`config.mk`:
```
export PLATFORM = sky130hd
export DESIGN_NAME = lsu_initiator
export DESIGN_NICKNAME = d
export VERILOG_FILES = /design/src/rtl/lsu_pkg.sv /design/src/rtl/lsu_lane_align.sv /design/src/rtl/lsu_initiator.sv
export SDC_FILE = /design/constraint.sdc
export NUM_CORES = 1
export LEC_CHECK = 0
export ABC_AREA = 1
export CORE_MARGIN = 5
export CORE_UTILIZATION = 30
export DETAILED_ROUTE_END_ITERATION = 10
export DONT_BUFFER_PORTS = 1
export SLEW_MARGIN = 20
export SYNTH_ARGS = -nofsm -noshare
export SYNTH_HDL_FRONTEND = slang
export SYNTH_SLANG_ARGS = --single-unit
```
`constraint.sdc`:
```
create_clock -name clk -period 7.1 [get_ports clk]
set_input_delay 1.42 -clock clk [delete_from_list [all_inputs] [get_ports clk]]
set_output_delay 1.42 -clock clk [all_outputs]
set_load 0.05 [all_outputs]
```
`src/rtl/lsu_pkg.sv`:
```
// Shared encodings for the load/store initiator: access sizes, FSM states
// and the size-to-byte-count decode.
package lsu_pkg;

   localparam logic [1:0] SIZE_WORD = 2'b00;
   localparam logic [1:0] SIZE_HALF = 2'b01;
   localparam logic [1:0] SIZE_BYTE = 2'b10;

   typedef enum logic [2:0] {
      IDLE,
      ACC0,
      WAIT0,
      ACC1,
      WAIT1,
      RESP
   } lsu_state_t;

   // Reserved size decodes to zero bytes; callers flag it as an error.
   function automatic logic [2:0] size_bytes(input logic [1:0] size);
      case (size)
         SIZE_WORD: size_bytes = 3'd4;
         SIZE_HALF: size_bytes = 3'd2;
         SIZE_BYTE: size_bytes = 3'd1;
         default:   size_bytes = 3'd0;
      endcase
   endfunction

endpackage

```
`src/rtl/lsu_lane_align.sv`:
```
// Combinational lane steering: store data/strobe placement across two words
// and load byte extraction with zero/sign extension.
module lsu_lane_align
   import lsu_pkg::*;
(
   input  logic [1:0]  offset,
   input  logic [1:0]  size,
   input  logic        sign,
   input  logic [31:0] wdata,
   input  logic [31:0] word0,
   input  logic [31:0] word1,
   output logic [31:0] st_lo,
   output logic [31:0] st_hi,
   output logic [3:0]  strb_lo,
   output logic [3:0]  strb_hi,
   output logic [31:0] ld_data
);

   logic [7:0]  lane_mask;
   logic [7:0]  strb_all;
   logic [63:0] st_all;
   logic [31:0] ld_shift;

   always_comb begin
      case (size_bytes(size))
         3'd4:    lane_mask = 8'h0F;
         3'd2:    lane_mask = 8'h03;
         3'd1:    lane_mask = 8'h01;
         default: lane_mask = 8'h00;
      endcase
      strb_all = lane_mask << offset;
      st_all   = {32'b0, wdata} << {offset, 3'b000};
      ld_shift = 32'({word1, word0} >> {offset, 3'b000});

      st_lo   = st_all[31:0];
      st_hi   = st_all[63:32];
      strb_lo = strb_all[3:0];
      strb_hi = strb_all[7:4];

      case (size)
         SIZE_BYTE: ld_data = sign ? {{24{ld_shift[7]}}, ld_shift[7:0]}
                                   : {24'b0, ld_shift[7:0]};
         SIZE_HALF: ld_data = sign ? {{16{ld_shift[15]}}, ld_shift[15:0]}
                                   : {16'b0, ld_shift[15:0]};
         default:   ld_data = ld_shift;
      endcase
   end

endmodule

```
`src/rtl/lsu_initiator.sv`:
```
// Load/store initiator: accepts one core access at a time and issues one or
// two word-aligned memory transactions, then returns a single response.
module lsu_initiator
   import lsu_pkg::*;
#(
   parameter int WIDTH    = 32,
   parameter bit SPLIT_EN = 1'b1
) (
   input  logic             clk,
   input  logic             rst,
   input  logic             req_valid,
   output logic             req_ready,
   input  logic             req_write,
   input  logic [1:0]       req_size,
   input  logic             req_sign,
   input  logic [WIDTH-1:0] req_addr,
   input  logic [WIDTH-1:0] req_wdata,
   output logic             resp_valid,
   output logic             resp_err,
   output logic [WIDTH-1:0] resp_rdata,
   output logic             mem_valid,
   input  logic             mem_ready,
   output logic             mem_write,
   output logic [WIDTH-1:0] mem_addr,
   output logic [WIDTH-1:0] mem_wdata,
   output logic [3:0]       mem_wstrb,
   input  logic             mem_rvalid,
   input  logic [WIDTH-1:0] mem_rdata
);

   lsu_state_t       state, state_next;
   logic             lat_write, lat_sign, lat_err;
   logic [1:0]       lat_size;
   logic [WIDTH-1:0] lat_addr, lat_wdata, word0, word1;

   logic             cur_write, cur_sign, split, dec_err;
   logic [1:0]       cur_size;
   logic [WIDTH-1:0] cur_addr, cur_wdata, word_addr;
   logic [WIDTH-1:0] st_lo, st_hi, ld_data;
   logic [3:0]       strb_lo, strb_hi;

   // In IDLE the live request drives decode so memory outputs can be
   // registered on the accepting edge; afterwards the latched copy does.
   always_comb begin
      cur_write = (state == IDLE) ? req_write : lat_write;
      cur_size  = (state == IDLE) ? req_size  : lat_size;
      cur_sign  = (state == IDLE) ? req_sign  : lat_sign;
      cur_addr  = (state == IDLE) ? req_addr  : lat_addr;
      cur_wdata = (state == IDLE) ? req_wdata : lat_wdata;
      word_addr = {cur_addr[WIDTH-1:2], 2'b00};
      split     = ({2'b00, cur_addr[1:0]} + {1'b0, size_bytes(cur_size)}) > 4'd4;
      dec_err   = (cur_size == 2'b11) || (split && !SPLIT_EN);
   end

   lsu_lane_align u_align (
      .offset  (cur_addr[1:0]),
      .size    (cur_size),
      .sign    (cur_sign),
      .wdata   (cur_wdata),
      .word0   (word0),
      .word1   (word1),
      .st_lo   (st_lo),
      .st_hi   (st_hi),
      .strb_lo (strb_lo),
      .strb_hi (strb_hi),
      .ld_data (ld_data)
   );

   always_comb begin
      state_next = state;
      req_ready  = (state == IDLE) && !rst;
      case (state)
         IDLE:  if (req_valid) state_next = dec_err ? RESP : ACC0;
         ACC0:  if (mem_ready) state_next = !cur_write ? WAIT0 : (split ? ACC1 : RESP);
         WAIT0: if (mem_rvalid) state_next = split ? ACC1 : RESP;
         ACC1:  if (mem_ready) state_next = cur_write ? RESP : WAIT1;
         WAIT1: if (mem_rvalid) state_next = RESP;
         RESP:  state_next = IDLE;
         default: state_next = IDLE;
      endcase
   end

   always_ff @(posedge clk) begin
      if (rst) begin
         state     <= IDLE;
         lat_write <= 1'b0;
         lat_sign  <= 1'b0;
         lat_err   <= 1'b0;
         lat_size  <= 2'b00;
         lat_addr  <= '0;
         lat_wdata <= '0;
         word0     <= '0;
         word1     <= '0;
         mem_valid <= 1'b0;
         mem_write <= 1'b0;
         mem_addr  <= '0;
         mem_wdata <= '0;
         mem_wstrb <= 4'b0000;
      end else begin
         state <= state_next;
         if (state == IDLE && req_valid) begin
            lat_write <= req_write;
            lat_sign  <= req_sign;
            lat_size  <= req_size;
            lat_addr  <= req_addr;
            lat_wdata <= req_wdata;
            lat_err   <= dec_err;
            word1     <= '0;
         end
         if (state == WAIT0 && mem_rvalid) word0 <= mem_rdata;
         if (state == WAIT1 && mem_rvalid) word1 <= mem_rdata;

         mem_valid <= (state_next == ACC0) || (state_next == ACC1);
         mem_write <= 1'b0;
         mem_addr  <= '0;
         mem_wdata <= '0;
         mem_wstrb <= 4'b0000;
         if (state_next == ACC0) begin
            mem_write <= cur_write;
            mem_addr  <= word_addr;
            mem_wdata <= cur_write ? st_lo : '0;
            mem_wstrb <= cur_write ? strb_lo : 4'b0000;
         end else if (state_next == ACC1) begin
            mem_write <= cur_write;
            mem_addr  <= word_addr + 32'd4;
            mem_wdata <= cur_write ? st_hi : '0;
            mem_wstrb <= cur_write ? strb_hi : 4'b0000;
         end
      end
   end

   assign resp_valid = (state == RESP);
   assign resp_err   = (state == RESP) && lat_err;
   assign resp_rdata = (state == RESP && !lat_err && !lat_write) ? ld_data : '0;

endmodule
```
# Yosys cells after proc, flatten, opt, wreduce, memory -nomap -nowiden
# Index checks and enable logic that the tools add are counted.
[word_totals]
register_bits = 206
inputBits = 105
output_inout_bits = 105
wordCells = 85
[classes]
n_addsub = 2
n_lt_le_gt_ge = 1
n_eq_ne = 13
shift = 3
muxes = 35
bitwise_logic = 1
reduce_logical = 15
[ops]
columns = ["operator", "n"]
rows = [
  ["two-way mux 32 bit", 13],
  ["one-hot mux 32 bit (2 select lines)", 1],
  ["left shift 32 x 5 -> 64 bit", 1],
  ["right shift 64 x 5 -> 32 bit", 1],
  ["adder 32 x 3 -> 32 bit, second input constant", 1],
  ["two-way mux 3 bit", 8],
  ["two-way mux 4 bit", 4],
  ["one-hot mux 3 bit (5 select lines)", 1],
  ["== test 3 x 2 -> 1 bit, second input constant", 4],
  ["one-hot mux 4 bit (3 select lines)", 1],
  ["== test 3 x 1 -> 1 bit, second input constant", 3],
  ["== test 3 bit, second input constant", 3],
  ["one-hot mux 3 bit (3 select lines)", 1],
  ["left shift 4 x 2 -> 8 bit", 1],
  ["logical AND 1 bit", 7],
  ["two-way mux 1 bit", 5],
  ["adder 2 x 3 -> 4 bit", 1],
  ["== test 2 bit, second input constant", 2],
  ["greater-than comparator 4 x 3 -> 1 bit, second input constant", 1],
  ["logical NOT 1 bit", 3],
  ["logical NOT 3 bit", 1],
  ["OR reduction 3 bit", 1],
  ["== test 2 x 1 -> 1 bit, second input constant", 1],
  ["logical NOT 2 bit", 1],
  ["4 further kinds", 4],
]

# Depth between registers and ports, before layout
[depth]
depth_word = 13
mapped_depth = 23
ltp_nobuf = 19

# By module
# A second synthesis with hierarchy kept.
[unflattened]
hier_cells = 1979
hier_area_um2 = 12290.5
[by_module_without_submodules]
columns = ["mod", "instances", "cells_each", "area_each_um2"]
rows = [
  ["lsu_initiator", 1, 1539, 10107.2],
  ["lsu_lane_align", 1, 440, 2183.3],
]

# Least setup slack after synthesis
# No wires, ideal clock.
[synth_path]
path_kind = "input -> output"
from = "input req_size[1]"
to = "output resp_rdata[10]"
t_arrival_ps = 3371
setup_slack_ps = 2309
path_stages = 8
n_path_buf = 1
cell_sequence = "o21ai_1 -> inv_1 -> ha_1 -> inv_1 -> or2_2 -> clkbuf_1 -> nand2_1 -> a21oi_1"
[synth_between]
elab_chain_len = 4
[synth_lines]
columns = ["item", "line", "source"]
rows = [
  ["from (decl)", "lsu_initiator.sv:14", "input logic [1:0] req_size,"],
  ["two-way mux 2 bit (*)", "lsu_initiator.sv:46", "cur_size = (state == IDLE) ? req_size : lat_size;"],
  ["== test 2 x 1 -> 1 bit / == test 2 bit (equally long branches)", "lsu_lane_align.sv:40", "case (size)"],
  ["one-hot mux 32 bit (2 select lines) (*)", "lsu_lane_align.sv:40", ""],
  ["two-way mux 32 bit (*)", "lsu_initiator.sv:134", "assign resp_rdata = (state == RESP && !lat_err && !lat_write) ? ld_data : '0;"],
  ["to (decl)", "lsu_initiator.sv:20", "output logic [WIDTH-1:0] resp_rdata,"],
]
# Every way passes the cells marked *; elsewhere a longest branch is shown, timed or not.

# Final worst setup path
[layout_path]
from = "register state[2]"
to = "output resp_rdata[20]"
[layout_between]
elab_chain_len = 6
[layout_lines]
columns = ["item", "line", "source"]
rows = [
  ["from (decl)", "lsu_initiator.sv:31", "lsu_state_t state, state_next;"],
  ["from (signal assigned)", "lsu_initiator.sv:100", "state <= state_next;"],
  ["logical NOT 3 bit", "lsu_initiator.sv:46, lsu_initiator.sv:47, lsu_initiator.sv:48", ""],
  ["two-way mux 32 bit", "lsu_initiator.sv:48", "cur_addr = (state == IDLE) ? req_addr : lat_addr;"],
  ["right shift 64 x 5 -> 32 bit", "lsu_lane_align.sv:33", "ld_shift = 32'({word1, word0} >> {offset, 3'b000});"],
  ["two-way mux 32 bit (on tied branches)", "lsu_lane_align.sv:43, lsu_lane_align.sv:41", ""],
  ["one-hot mux 32 bit (2 select lines)", "lsu_lane_align.sv:40", ""],
  ["two-way mux 32 bit (*)", "lsu_initiator.sv:134", ""],
]
# Marks and branches as above.

==> summary.txt <==
Die
  – Num rows: 69
  – Die area: 39900 um2
  – Chip height: 200 um
  – Io pins: 210
  – Initial Util: 0.303
  – Core area: 35600 um2
  – Width of the chip: 200 um

Cells and area
  – P&R area growth vs syn: 9.52%
  – Commonest non-fill, non-tap cell in the layout: nand2_1
  – Most frequent cells in the layout: nand2_1, dfxtp_1, a21oi_1
  – Layout cell share with drive strength beyond 1: 0.0780
  – Nets: 1753

Logic synthesis
  – Yosys warnings: 0
  – Post-Synth Adder-Cell Area: 0.00997
  – Synth area leader: dfxtp_1
  – Seq/Total Area, Yosys: 0.364
  – Synth Area in XOR/XNOR: 0.00162
  – Area share of and/or/nand/nor cells after synthesis: 0.315
  – Mapped cell area: 10800 um2
  – Largest family of logic cells by synthesized area: simple AND/OR/NAND/NOR gates
  – Post-Syn Area per Cell: 6.37 um2
  – Post-synthesis mux area share: 0.00742
  – Top-area cell type share of the netlist area: 0.364
  – Mapped Cells: 1694
  – Distinct cells, synth: 39
  – Cells taking the most area after synthesis: dfxtp_1, nand2_1, a21oi_1
  – Post-synthesis compound-gate area fraction: 0.200
  – FF+latch count, synth: 196

Routing
  – Drc violations: 0
  – Post-DR vias/cell: 5.11
  – Final ANT Viol Nets: 0
  – Via count: 10815
  – Initial DRC Count: 1062
  – WL final: 39400 um
  – WL per Instance: 18.7 um
  – Drt first pass iters: 5

Pwr
  – Max IR drop VDD: 374 uV
  – Power Dens Cells: 550 nW/um2
  – Clock power frac: 0.155
  – Sw power: 3.67 mW
  – Sequential Power Share: 0.290
  – Static leakage: 4.64 nW
  – P_int: 2.83 mW
  – Switching Fraction: 0.565
  – Combinational power share: 0.555

STA
  – Slew Limit Fails: 0
  – Finish-stage setup viols: 0
  – Least-Margin Pin Slew: 1.11 ns
  – Fin crit share: 0.828
  – Setup Skew: 0.0151 ns
  – RSZ-0062 raised after global routing: no
  – Min Clock Period, post-route: 5.88 ns
  – Relative slew slack: 0.255
  – Hold WS: 0.450 ns
  – Fin. Hold Viols: 0
  – Total negative setup slack: 0 ns
  – Fmax: 170 MHz

Clock tree
  – Hold-fix buffers, CTS: 0
  – Post-cts resize count: 0
  – Clock transition at path regs: 0.07 ns
  – Setup Buffers After CTS: 0
  – CTS buffer count: 17
  – Num Clock Sinks: 196
  – Clock Tree Buf Depth: 2
  – H-tree depth: 4
  – CTS Root Cell: clkbuf_16
  – Clk Latency, worst-skew pair: 0.46 ns
  – CTS tree: built

Worst hold path
  – Hold Startpoint: lat_wdata[29]
  – WHS Endpoint: lat_wdata[29]
  – HP Class: reg2reg
  – Hold Path Depth: 2

Setup path
  – Worst Path Required: 5.68 ns
  – Crit-path most repeated cell: nand2_1
  – Worst path top cell family by delay: simple AND/OR/NAND/NOR gates
  – R2R Path Start: state[2]
  – Worst Path Buf+Inv: 3
  – Flop-to-flop setup slack: 1.45 ns
  – Type of element launching the critical path: flop
  – CP max stage cell: inv_1
  – FF-to-FF End: mem_wdata[20]
  – Worst Path Class, Setup: reg2out
  – Max stage delay on crit path: 0.82 ns
  – Cell Chain, Critical Path: inv_1, nand2_4, nand2_1, nand2_2, buf_4, nand2_1, nand3_1, o21ai_1, nand2_1, nand3_2, nand3_2, nor2_1, buf_4
  – CP Capture Type: output port
  – Max FO, Critical Path: 49
  – Worst Path Arrival: 4.46 ns
  – Worst r2r path cells: 13

Global routing
  – Total grt overflow: 0
  – Initial antenna violation count: 1
  – First-pass GRT wire length: 60500 um
  – Number of global-route vias before repair: 10019
  – Largest net degree at the start of global routing: 121
  – GRT Total Usage: 0.194

Place
  – DPL Wire Length: 28100 um
  – Input/output buffers: 0
  – Global placement routability congestion: 0.926

Run status
  – Status: completed

Job
  – Maximum Capacitance Violations: 0
[worst min-delay path, cell delays in order, from the launching register on]
cell     delay (ns)
dfxtp_1        0.30
inv_1          0.05
a21oi_1        0.05
[routing by layer]
layer | up-vias | GRT usage | routed length, um
met5 | - | 0 | 0
met4 | 0 | 0.0380 | 394
met3 | 21 | 0.0558 | 3400
met2 | 332 | 0.322 | 18700
met1 | 5036 | 0.255 | 17000
li1 | 5426 | - | -
[cells in the mapped netlist]
master	instances
buf_6	2
nor3_1	30
a21boi_0	1
a21oi_2	2
o22ai_1	15
fa_1	1
o21ai_2	1
conb_1	1
inv_2	6
clkbuf_1	67
or2_2	6
o21ai_0	163
nand2_1	449
and2_1	2
nor2_1	150
mux2i_1	8
xor2_1	2
o21ai_1	11
a31oi_1	16
dfxtp_1	196
nand3_2	3
nand3_1	131
a211oi_1	23
nand4_1	13
nor4_1	1
nand2_4	3
nand2_2	9
buf_4	12
a21oi_1	170
o21bai_1	1
inv_1	139
or2_1	2
o21ai_4	2
ha_1	7
buf_1	7
buf_2	32
nor3_2	2
nor2_4	2
nor2_2	6
[cell families (layout without fill, tap and decap cells)]
family                   count (synthesis)  count (layout)
adder cells (fa/ha/maj)                  8               8
XOR/XNOR                                 2               2
other                                    1               3
flip-flops                             196             196
AND/OR/NAND/NOR                        809             809
buffers and inverters                  265             223
AO/OA/AOI/OAI                          405             405
multiplexers                             8               8
[cell type report]
type,count,area (um2)
clock buffer,18,439
tap,461,577
fill,3894,23700
sequential,196,3920
timing repair buffer,46,345
antenna,1,2.50
clock inverter,14,160
multi-input combinational,1234,5830
inverter,145,544
[how the worst max path moves through the flow]
stage	from	slack (ns)	cells past startpoint	end
4_1_cts	state[2]	1.20	14	resp_rdata[20]
6_report	state[2]	1.22	13	resp_rdata[20]
5_1_grt	state[2]	0.73	13	resp_rdata[18]
3_5_place_dp	state[2]	1.48	13	mem_wdata[20]
3_3_place_gp	state[2]	1.67	13	mem_wdata[20]
2_1_floorplan	req_size[1]	2.31	8	resp_rdata[10]
[registers in the layout, summed over array words and instances, names as in the netlist, 2 cells and up]
| register | flops |
|---|---|
| lat_wdata | 32 |
| mem_addr | 30 |
| mem_wdata | 32 |
| lat_size | 2 |
| mem_wstrb | 4 |
| lat_addr | 32 |
| word0 | 32 |
| state | 3 |
| word1 | 24 |
[power groups by stage]
stage | Clock, mW | Combinational, mW | Sequential, mW
2_1_floorplan | 0 | 2.76 | 1.85
3_3_place_gp | 0 | 3.58 | 1.91
3_5_place_dp | 0 | 3.57 | 1.91
4_1_cts | 1.04 | 3.59 | 1.89
5_1_grt | 1.08 | 4.03 | 1.91
6_report | 1.01 | 3.61 | 1.88
[through the flow]
stage                     power (mW)  setup WS [ns]  instance area [um2]   util  instances
after floorplan                 4.61           2.31                10800      -       1695
after global placement          5.49           1.67                11200  0.315       2082
after detailed placement        5.49           1.48                11200  0.315       2082
after CTS                       6.52           1.20                11800  0.332       2114
after global routing            7.02          0.732                11800  0.332       2115
final                           6.50           1.22                11800  0.332       2115
(Power assumes the default switching activity.)
